===== config.mk =====
export PLATFORM = sky130hd
export DESIGN_NAME = uart_fifo_thresh
export DESIGN_NICKNAME = d
export VERILOG_FILES = /design/src/rtl/uart_fifo_pkg.sv /design/src/rtl/fifo_dp_ram.sv /design/src/rtl/uart_fifo_thresh.sv
export SDC_FILE = /design/constraint.sdc
export NUM_CORES = 1
export LEC_CHECK = 0
export ABC_CLOCK_PERIOD_IN_PS = 4630
export CAP_MARGIN = 20
export CORE_AREA = 2 2 110 112
export DETAILED_ROUTE_END_ITERATION = 16
export DIE_AREA = 0 0 112 114
export PLACE_DENSITY = 0.72
export SLEW_MARGIN = 20
export SYNTH_ARGS = -nofsm -noshare
export SYNTH_HDL_FRONTEND = slang
export SYNTH_SLANG_ARGS = --single-unit

===== constraint.sdc =====
create_clock -name i_clock -period 4.63 [get_ports i_clock]
set_input_delay 0.6945 -clock i_clock [delete_from_list [all_inputs] [get_ports i_clock]]
set_output_delay 0.6945 -clock i_clock [all_outputs]
set_load 0.01 [all_outputs]

===== src/rtl/uart_fifo_pkg.sv =====
// Shared defaults and elaboration helpers for the thresholded UART FIFO.
package uart_fifo_pkg;

  localparam int DEFAULT_DATA_WIDTH = 8;
  localparam int DEFAULT_ADDR_WIDTH = 4;
  localparam int DEPTH              = 2 ** DEFAULT_ADDR_WIDTH;

  // One extra bit so a completely full FIFO (level == depth) is representable.
  function automatic int level_width(input int addr_width);
    return addr_width + 1;
  endfunction

  function automatic bit thresholds_ok(input int af_level, input int ae_level,
                                       input int addr_width);
    int depth;
    depth = 2 ** addr_width;
    return (af_level >= 1) && (af_level <= depth) &&
           (ae_level >= 0) && (ae_level < depth);
  endfunction

endpackage


===== src/rtl/fifo_dp_ram.sv =====
// Simple dual-port storage: synchronous write, asynchronous read.
module fifo_dp_ram #(
  parameter int DATA_WIDTH = 8,
  parameter int ADDR_WIDTH = 4
) (
  input  logic                  i_clock,
  input  logic                  i_w_en,
  input  logic [ADDR_WIDTH-1:0] i_w_addr,
  input  logic [DATA_WIDTH-1:0] i_w_data,
  input  logic [ADDR_WIDTH-1:0] i_r_addr,
  output logic [DATA_WIDTH-1:0] o_r_data
);

  logic [DATA_WIDTH-1:0] mem [2**ADDR_WIDTH];

  always_ff @(posedge i_clock) begin
    if (i_w_en) begin
      mem[i_w_addr] <= i_w_data;
    end
  end

  assign o_r_data = mem[i_r_addr];

endmodule


===== src/rtl/uart_fifo_thresh.sv =====
// Parametrised UART byte FIFO with fill-level thresholds, sticky error flags,
// synchronous flush and selectable FWFT / registered read output.
module uart_fifo_thresh
  import uart_fifo_pkg::*;
#(
  parameter int DATA_WIDTH = DEFAULT_DATA_WIDTH,
  parameter int ADDR_WIDTH = DEFAULT_ADDR_WIDTH,
  parameter int AF_LEVEL   = 12,
  parameter int AE_LEVEL   = 4,
  parameter bit FWFT       = 1'b1
) (
  input  logic                  i_clock,
  input  logic                  i_reset,
  input  logic                  i_flush,
  input  logic                  i_clear_err,
  input  logic                  i_write,
  input  logic [DATA_WIDTH-1:0] i_w_data,
  input  logic                  i_read,
  output logic [DATA_WIDTH-1:0] o_r_data,
  output logic                  o_r_valid,
  output logic                  o_empty,
  output logic                  o_full,
  output logic                  o_almost_empty,
  output logic                  o_almost_full,
  output logic [ADDR_WIDTH:0]   o_level,
  output logic                  o_overflow,
  output logic                  o_underflow
);

  localparam int LW = level_width(ADDR_WIDTH);
  localparam logic [LW-1:0] DEPTH_LV = LW'(2 ** ADDR_WIDTH);
  localparam logic [LW-1:0] AF_LV    = LW'(AF_LEVEL);
  localparam logic [LW-1:0] AE_LV    = LW'(AE_LEVEL);

  if (!thresholds_ok(AF_LEVEL, AE_LEVEL, ADDR_WIDTH)) begin : g_bad_params
    $error("uart_fifo_thresh: AF_LEVEL must be 1..DEPTH and AE_LEVEL 0..DEPTH-1");
  end

  logic [LW-1:0] wr_ptr_reg, wr_ptr_next;
  logic [LW-1:0] rd_ptr_reg, rd_ptr_next;
  logic [LW-1:0] level_reg, level_next;
  logic          overflow_reg, overflow_next;
  logic          underflow_reg, underflow_next;
  logic          full, empty, wr_ok, rd_ok;
  logic [DATA_WIDTH-1:0] ram_rd_data;

  assign full  = (level_reg == DEPTH_LV);
  assign empty = (level_reg == '0);

  // A read frees a slot in the same edge, so a full FIFO still takes a write.
  assign wr_ok = i_write && (!full || i_read);
  assign rd_ok = i_read && !empty;

  always_comb begin
    wr_ptr_next = wr_ptr_reg;
    rd_ptr_next = rd_ptr_reg;
    level_next  = level_reg;
    if (i_flush) begin
      wr_ptr_next = '0;
      rd_ptr_next = '0;
      level_next  = '0;
    end else begin
      if (wr_ok) wr_ptr_next = wr_ptr_reg + 1'b1;
      if (rd_ok) rd_ptr_next = rd_ptr_reg + 1'b1;
      if (wr_ok && !rd_ok)      level_next = level_reg + 1'b1;
      else if (rd_ok && !wr_ok) level_next = level_reg - 1'b1;
    end
  end

  // Set beats clear so an error in the clearing cycle is never lost.
  always_comb begin
    overflow_next  = (overflow_reg && !i_clear_err) || (i_write && full && !i_read);
    underflow_next = (underflow_reg && !i_clear_err) || (i_read && empty);
  end

  always_ff @(posedge i_clock or posedge i_reset) begin
    if (i_reset) begin
      wr_ptr_reg    <= '0;
      rd_ptr_reg    <= '0;
      level_reg     <= '0;
      overflow_reg  <= 1'b0;
      underflow_reg <= 1'b0;
    end else begin
      wr_ptr_reg    <= wr_ptr_next;
      rd_ptr_reg    <= rd_ptr_next;
      level_reg     <= level_next;
      overflow_reg  <= overflow_next;
      underflow_reg <= underflow_next;
    end
  end

  fifo_dp_ram #(
    .DATA_WIDTH(DATA_WIDTH),
    .ADDR_WIDTH(ADDR_WIDTH)
  ) u_ram (
    .i_clock (i_clock),
    .i_w_en  (wr_ok && !i_flush),
    .i_w_addr(wr_ptr_reg[ADDR_WIDTH-1:0]),
    .i_w_data(i_w_data),
    .i_r_addr(rd_ptr_reg[ADDR_WIDTH-1:0]),
    .o_r_data(ram_rd_data)
  );

  if (FWFT) begin : g_fwft
    // Masked while empty so the output is a clean zero after reset or flush.
    assign o_r_data  = empty ? '0 : ram_rd_data;
    assign o_r_valid = !empty;
  end else begin : g_registered
    logic [DATA_WIDTH-1:0] r_data_reg;
    logic                  r_valid_reg;

    always_ff @(posedge i_clock or posedge i_reset) begin
      if (i_reset) begin
        r_data_reg  <= '0;
        r_valid_reg <= 1'b0;
      end else if (rd_ok && !i_flush) begin
        r_data_reg  <= ram_rd_data;
        r_valid_reg <= 1'b1;
      end else begin
        r_valid_reg <= 1'b0;
      end
    end

    assign o_r_data  = r_data_reg;
    assign o_r_valid = r_valid_reg;
  end

  assign o_empty        = empty;
  assign o_full         = full;
  assign o_almost_empty = (level_reg <= AE_LV);
  assign o_almost_full  = (level_reg >= AF_LV);
  assign o_level        = level_reg;
  assign o_overflow     = overflow_reg;
  assign o_underflow    = underflow_reg;

endmodule

==> results.toml, run 1 <==
[run_status]
status = "complete, no violations"

[clock_tree]
clock_latency_ps = 410
cts_tree = "yes"
cts_resized = 0
cts_hold_buffers = 0
cts_buffer_depth = 2
numCtsBuffers = 17
post_cts_buffers = 0
clock-sinks = 143
cts-htree-levels = 4
clk_pin_slew_ps = 60
root_buffer = "clkbuf_16"

[sta]
fin_setup_tns_ps = 0
timing.final.ws_setup_ps = 973.8
fin_crit_sh = 0.7897
hold_violations = 0
worst_slew_pin_slew_ps = 927.4
min_period_ps = 3656
skew_ps = 13.07
rsz0062_at_grt = "false"
hold-worst-slack_ps = 525.3
setup_viol = 0
drv_slew = 0
slew_headroom = 0.3795
fmax_mhz = 273.5

[power_and_ir_drop]
p_leak_uw = 0.002277
switching_share = 0.2624
net-switching-power_uw = 978.6
p_comb_frac = 0.248
p_seq_frac = 0.413
clkPwrFrac = 0.339
power.density_nw_per_um2 = 537.6
vdd_ir_drop_max_uv = 337.2
p_int_uw = 2752

[floorplan]
rows = 40
die_w_um = 112
start_util = 0.5038
core-area_um2 = 11710
fp.dieH_um = 114
pin_count = 34
die-area_um2 = 12770

[cells_and_area]
num-fill-cells = 877
antenna_cells = 0
area_growth_pct = 17.58
nets = 386
final_cells = 522
multiInputGateArea_um2 = 1584
layout-drive-gt1-share = 0.1893
top_register = "u_ram.mem"
utilization = 0.5924
register_area_um2 = 4222
largest_reg_flops = 128

[routing]
routed-via-count = 2955
wl_mm = 10.78
ant_nets = 0
drt_pass1_iterations = 4
vias_per_cell = 5.661
drc = 0
avgRoutedWirePerCell_um = 20.65
drt_iter0_drc = 155

[yosys]
ys_top_cells_by_area = "edfxtp_1 65%, mux4_2 12%, dfrtp_1 6.4%, mux2i_1 2.7%, ha_1 1.9%"
syn-num-nets = 346
synth_top_cell_by_area = "edfxtp_1"
yosysUniqueCellTypes = 40
synth_edf_count = 128
synthFlopType = "edfxtp_1"
syn-cell-area_um2 = 5901
syn_inst = 322
ys_async_sr_fraction = 0.1049
ys_seq_elements = 143
ys_warn_count = 0
yosys.area.top_type_share = 0.6514
ys_seq_area_frac = 0.7150
avgSynthCellArea_um2 = 18.33

[global_routing]
grt_pass1_wl_mm = 17.13
grt-ovfl-total = 0
grtUsageTotal = 0.1866
grt_pass1_vias = 3075
antenna_found_initial = 0
grt_max_degree = 34

[setup_path]
critPathKind = "flop to output pin"
critPathArrivalTime_ps = 2960
worstReg2RegEnd = "o_level[4]$_DFFE_PP0P_"
rr_worst_depth = 9
cp.required_ps = 3940
path_max_fanout = 19
r2r_start = "o_level[1]$_DFFE_PP0P_"
endpoint_kind = "output pin"
cp-start-kind = "flop"
crit_path_start = "rd_ptr_reg[0]$_DFFE_PP0P_"
regToRegSetupSlack_ps = 1470

[hold_path]
worstHoldPathCells = 1
min-delay-start = "o_overflow$_DFF_PP0_"
hold_path_class = "flop to flop"
min_to = "o_overflow$_DFF_PP0_"

[placement]
dp.cells = 490
place_congestion = 0.7989
io_buffer_count = 33
dp_slack_ps = 982.8
dp_hpwl_mm = 6.840

[run]
maxCapViolCount = 0
-- metrics by stage --
stage / total power, uW / cell area, um^2
5_1_grt: 3895 / 6938
3_5_place_dp: 2505 / 6375
3_3_place_gp: 2488 / 6375
4_1_cts: 3772 / 6937
2_1_floorplan: 2157 / 5901
6_report: 3730 / 6938
-- cells in the final DEF, fill, tap and decap left out, types with 6 or more instances in the layout --
| cell type | synthesis | final |
|---|---|---|
| dfrtp_1 | 15 | 13 |
| nand2_1 | 12 | 12 |
| clkdlybuf4s50_1 | 0 | 33 |
| mux4_2 | 32 | 32 |
| edfxtp_1 | 128 | 128 |
| a21oi_1 | 8 | 8 |
| o22ai_1 | 8 | 8 |
| clkbuf_16 | 0 | 19 |
| ha_1 | 9 | 9 |
| inv_1 | 6 | 6 |
| clkbuf_1 | 11 | 6 |
| nor2_1 | 30 | 30 |
| mux2i_1 | 16 | 16 |
-- how the worst max path moves through the flow --
stage,slack (ps),to
floorplan,1510,o_level[4]$_DFFE_PP0P_
global placement,1080,o_level[4]$_DFFE_PP0P_
detailed placement,980,o_level[4]$_DFFE_PP0P_
CTS,880,o_r_data[3]
global route,790,o_r_data[4]
finish,970,o_r_data[3]
-- cell families (layout without fill, tap and decap cells) --
logic type,count (synthesis),in the layout,share of synthesized area
AO/OA/AOI/OAI,26,26,0.03096
XOR/XNOR,8,8,0.01187
adder cells (fa/ha/maj),10,10,0.02248
buffers and inverters,23,76,0.01654
flip-flops,143,143,0.7150
multiplexers,53,53,0.1588
AND/OR/NAND/NOR,59,59,0.04432
-- synth_stat cells, drive strengths merged (2+ instances only) --
master  instances
xor2            4
xnor2           4
o21ai           2
edfxtp        128
nand3           4
mux2            5
ha              9
clkbuf         11
or2             2
nor2           31
or3             3
inv             7
a21o            2
nand2          12
dfrtp          15
a21oi           8
buf             5
o22ai           8
mux2i          16
mux4           32
-- layer usage --
| layer | routed length, um | GRT usage |
|---|---|---|
| met5 | 0 | 0 |
| met1 | 4462 | 0.2397 |
| met2 | 5619 | 0.3026 |
| met4 | 144 | 0.07561 |
| met3 | 555 | 0.05579 |
-- power by group through the flow --
stage / Combinational [uW] / Clock, uW / Sequential (uW)
2_1_floorplan: 628 / 0 / 1530
3_3_place_gp: 919 / 0 / 1570
3_5_place_dp: 935 / 0 / 1570
4_1_cts: 942 / 1280 / 1550
5_1_grt: 1000 / 1330 / 1560
6_report: 926 / 1260 / 1540
-- layout make-up --
class                           instances  share of cell area
Clock buffer                           28             0.07773
Clock inverter                          4            0.003246
Inverter                                7            0.003787
Multi-Input combinational cell        156              0.2283
Sequential cell                       143              0.6085
Tap cell                              147             0.02651
Timing Repair Buffer                   37             0.05194
-- worst max-delay path, cell delays in order (launching register included) --
cell and delay, ps:
dfrtp_2 780, buf_4 380, mux4_2 530, mux2i_1 240, o22ai_1 120, clkdlybuf4s50_1 490
(Power assumes the default switching activity.)
==> run 2, diff against run 1 <==
- ABC_CLOCK_PERIOD_IN_PS: 4630 -> 3400
- clock period: 4.63 -> 3.4 ns (I/O delays scaled with it)
==> run 2 against run 1 <==
  * Critical path depth unchanged
  * Register-to-register slack lost 1200 ps
  * Design area grew 2.9%
  * Final cell count is 3.3% higher
  * Clock-buffer cell count fell by 11
  * Power grew 43%
  * Non-clock buffer count up 17
  * Combinational power rose by 44%
  * Clock power is 54% higher
  * First-iteration DRC count is 44% higher
  * Sequential share of layout area is 1.7 points lower
  * Critical path type unchanged
  * Largest cell class unchanged
  * Largest power group unchanged
==> results.toml, run 2 (synthesis gave the netlist of run 1 again) <==
[sta]
fmax_mhz = 307.3
min_period_ps = 3254
timing.final.ws_setup_ps = 146.3
slew_headroom = 0.2766
fin_setup_tns_ps = 0
hold-worst-slack_ps = 464.2
skew_ps = 7.300
worst_slew_pin_slew_ps = 1085
drv_slew = 0
fin_crit_sh = 0.9570
rsz0062_at_grt = "false"
setup_viol = 0
hold_violations = 0

[floorplan]
start_util = 0.5038
die-area_um2 = 12770
die_w_um = 112
fp.dieH_um = 114
pin_count = 34
rows = 40
core-area_um2 = 11710

[cells_and_area]
layout_common_cells = "128 x edfxtp_1, 33 x clkdlybuf4s50_1, 32 x mux4_2"
num-fill-cells = 840
largest_reg_flops = 128
final_common_cell = "edfxtp_1"
top_register = "u_ram.mem"
antenna_cells = 0
nets = 403
area_growth_pct = 21.01
layout-drive-gt1-share = 0.2398

[hold_path]
hold_path_class = "primary input to asynchronous set/reset pin"

[global_routing]
grt_max_degree = 23
grtUsageTotal = 0.1987
grt_pass1_vias = 3258
grt-ovfl-total = 0
antenna_found_initial = 0
grt_pass1_wl_mm = 18.33

[setup_path]
critPathArrivalTime_ps = 2740
worstReg2RegEnd = "o_level[4]$_DFFE_PP0P_"
rr_worst_depth = 9
path_max_fanout = 8
cp.required_ps = 2890
r2r_start = "o_level[1]$_DFFE_PP0P_"
endpoint_kind = "output pin"
cp-start-kind = "flop"
regToRegSetupSlack_ps = 280
critPathKind = "flop to output pin"

[placement]
io_buffer_count = 33
place_congestion = 0.8208
dp_slack_ps = 195.7
dp_hpwl_mm = 7.353

[clock_tree]
cts_resized = 0
cts_buffer_depth = 2
root_buffer = "clkbuf_16"
clock-sinks = 143
clk_pin_slew_ps = 60
post_cts_buffers = 0
cts_tree = "yes"
clock_latency_ps = 420
cts_hold_buffers = 0
numCtsBuffers = 17
cts-htree-levels = 4

[routing]
drt_iter0_drc = 223
ant_nets = 0
routed-via-count = 3029
drc = 0
avgRoutedWirePerCell_um = 21.60
drt_pass1_iterations = 4
vias_per_cell = 5.620
wl_mm = 11.64

[power_and_ir_drop]
power.density_nw_per_um2 = 747.6
vdd_ir_drop_max_uv = 481.7
p_leak_uw = 0.002393

[run]
maxCapViolCount = 0

[run_status]
status = "complete, no violations"
## run 2: metrics by stage
stage	power, uW	utilization	instances	instance area [um^2]
6_report	5338	0.6097	539	7141
5_1_grt	5574	0.6097	539	7141
4_1_cts	5384	0.6095	539	7138
3_5_place_dp	3443	0.5563	507	6515
3_3_place_gp	3419	0.5563	507	6515
2_1_floorplan	2937	-	322	5901
## run 2: final cells by class
cell class              count  area, um^2  area share
clock buffers              17       425.4     0.05958
multi-input cells         156        1587      0.2222
well taps                 147       183.9     0.02576
inverters                   7       26.28    0.003680
flip-flops and latches    143        4220      0.5910
repair buffers             54       500.5     0.07009
clock inverters            15       197.7     0.02769
## run 2: critical path, stage by stage, from the launching register on
cell and delay, ps:
dfrtp_1 460, or2_2 370, or3_1 460, nand2_1 350, o22ai_1 170, clkdlybuf4s50_1 520
## run 2: where the power goes
part	internal, uW	switching [uW]
logic	716	612
clock network	1180	761
registers	1980	93.1
## run 2: worst max-delay path by stage
stage,start,end,slack (ps),cells past startpoint
3_3_place_gp,i_read,o_level[4]$_DFFE_PP0P_,310,10
2_1_floorplan,i_read,o_level[4]$_DFFE_PP0P_,470,11
4_1_cts,o_level[1]$_DFFE_PP0P_,o_r_data[0],140,5
5_1_grt,o_level[1]$_DFFE_PP0P_,o_r_data[6],10,5
6_report,o_level[1]$_DFFE_PP0P_,o_r_data[6],150,5
3_5_place_dp,i_read,o_level[4]$_DFFE_PP0P_,200,10
## run 2: metal layers
| metal | vias to the layer above | share of wire | GRT usage |
|---|---|---|---|
| li1 | 1385 | - | - |
| met1 | 1535 | 0.40 | 0.2473 |
| met2 | 97 | 0.53 | 0.3349 |
| met3 | 12 | 0.055 | 0.05101 |
| met4 | 0 | 0.013 | 0.08537 |
| met5 | - | 0 | 0 |
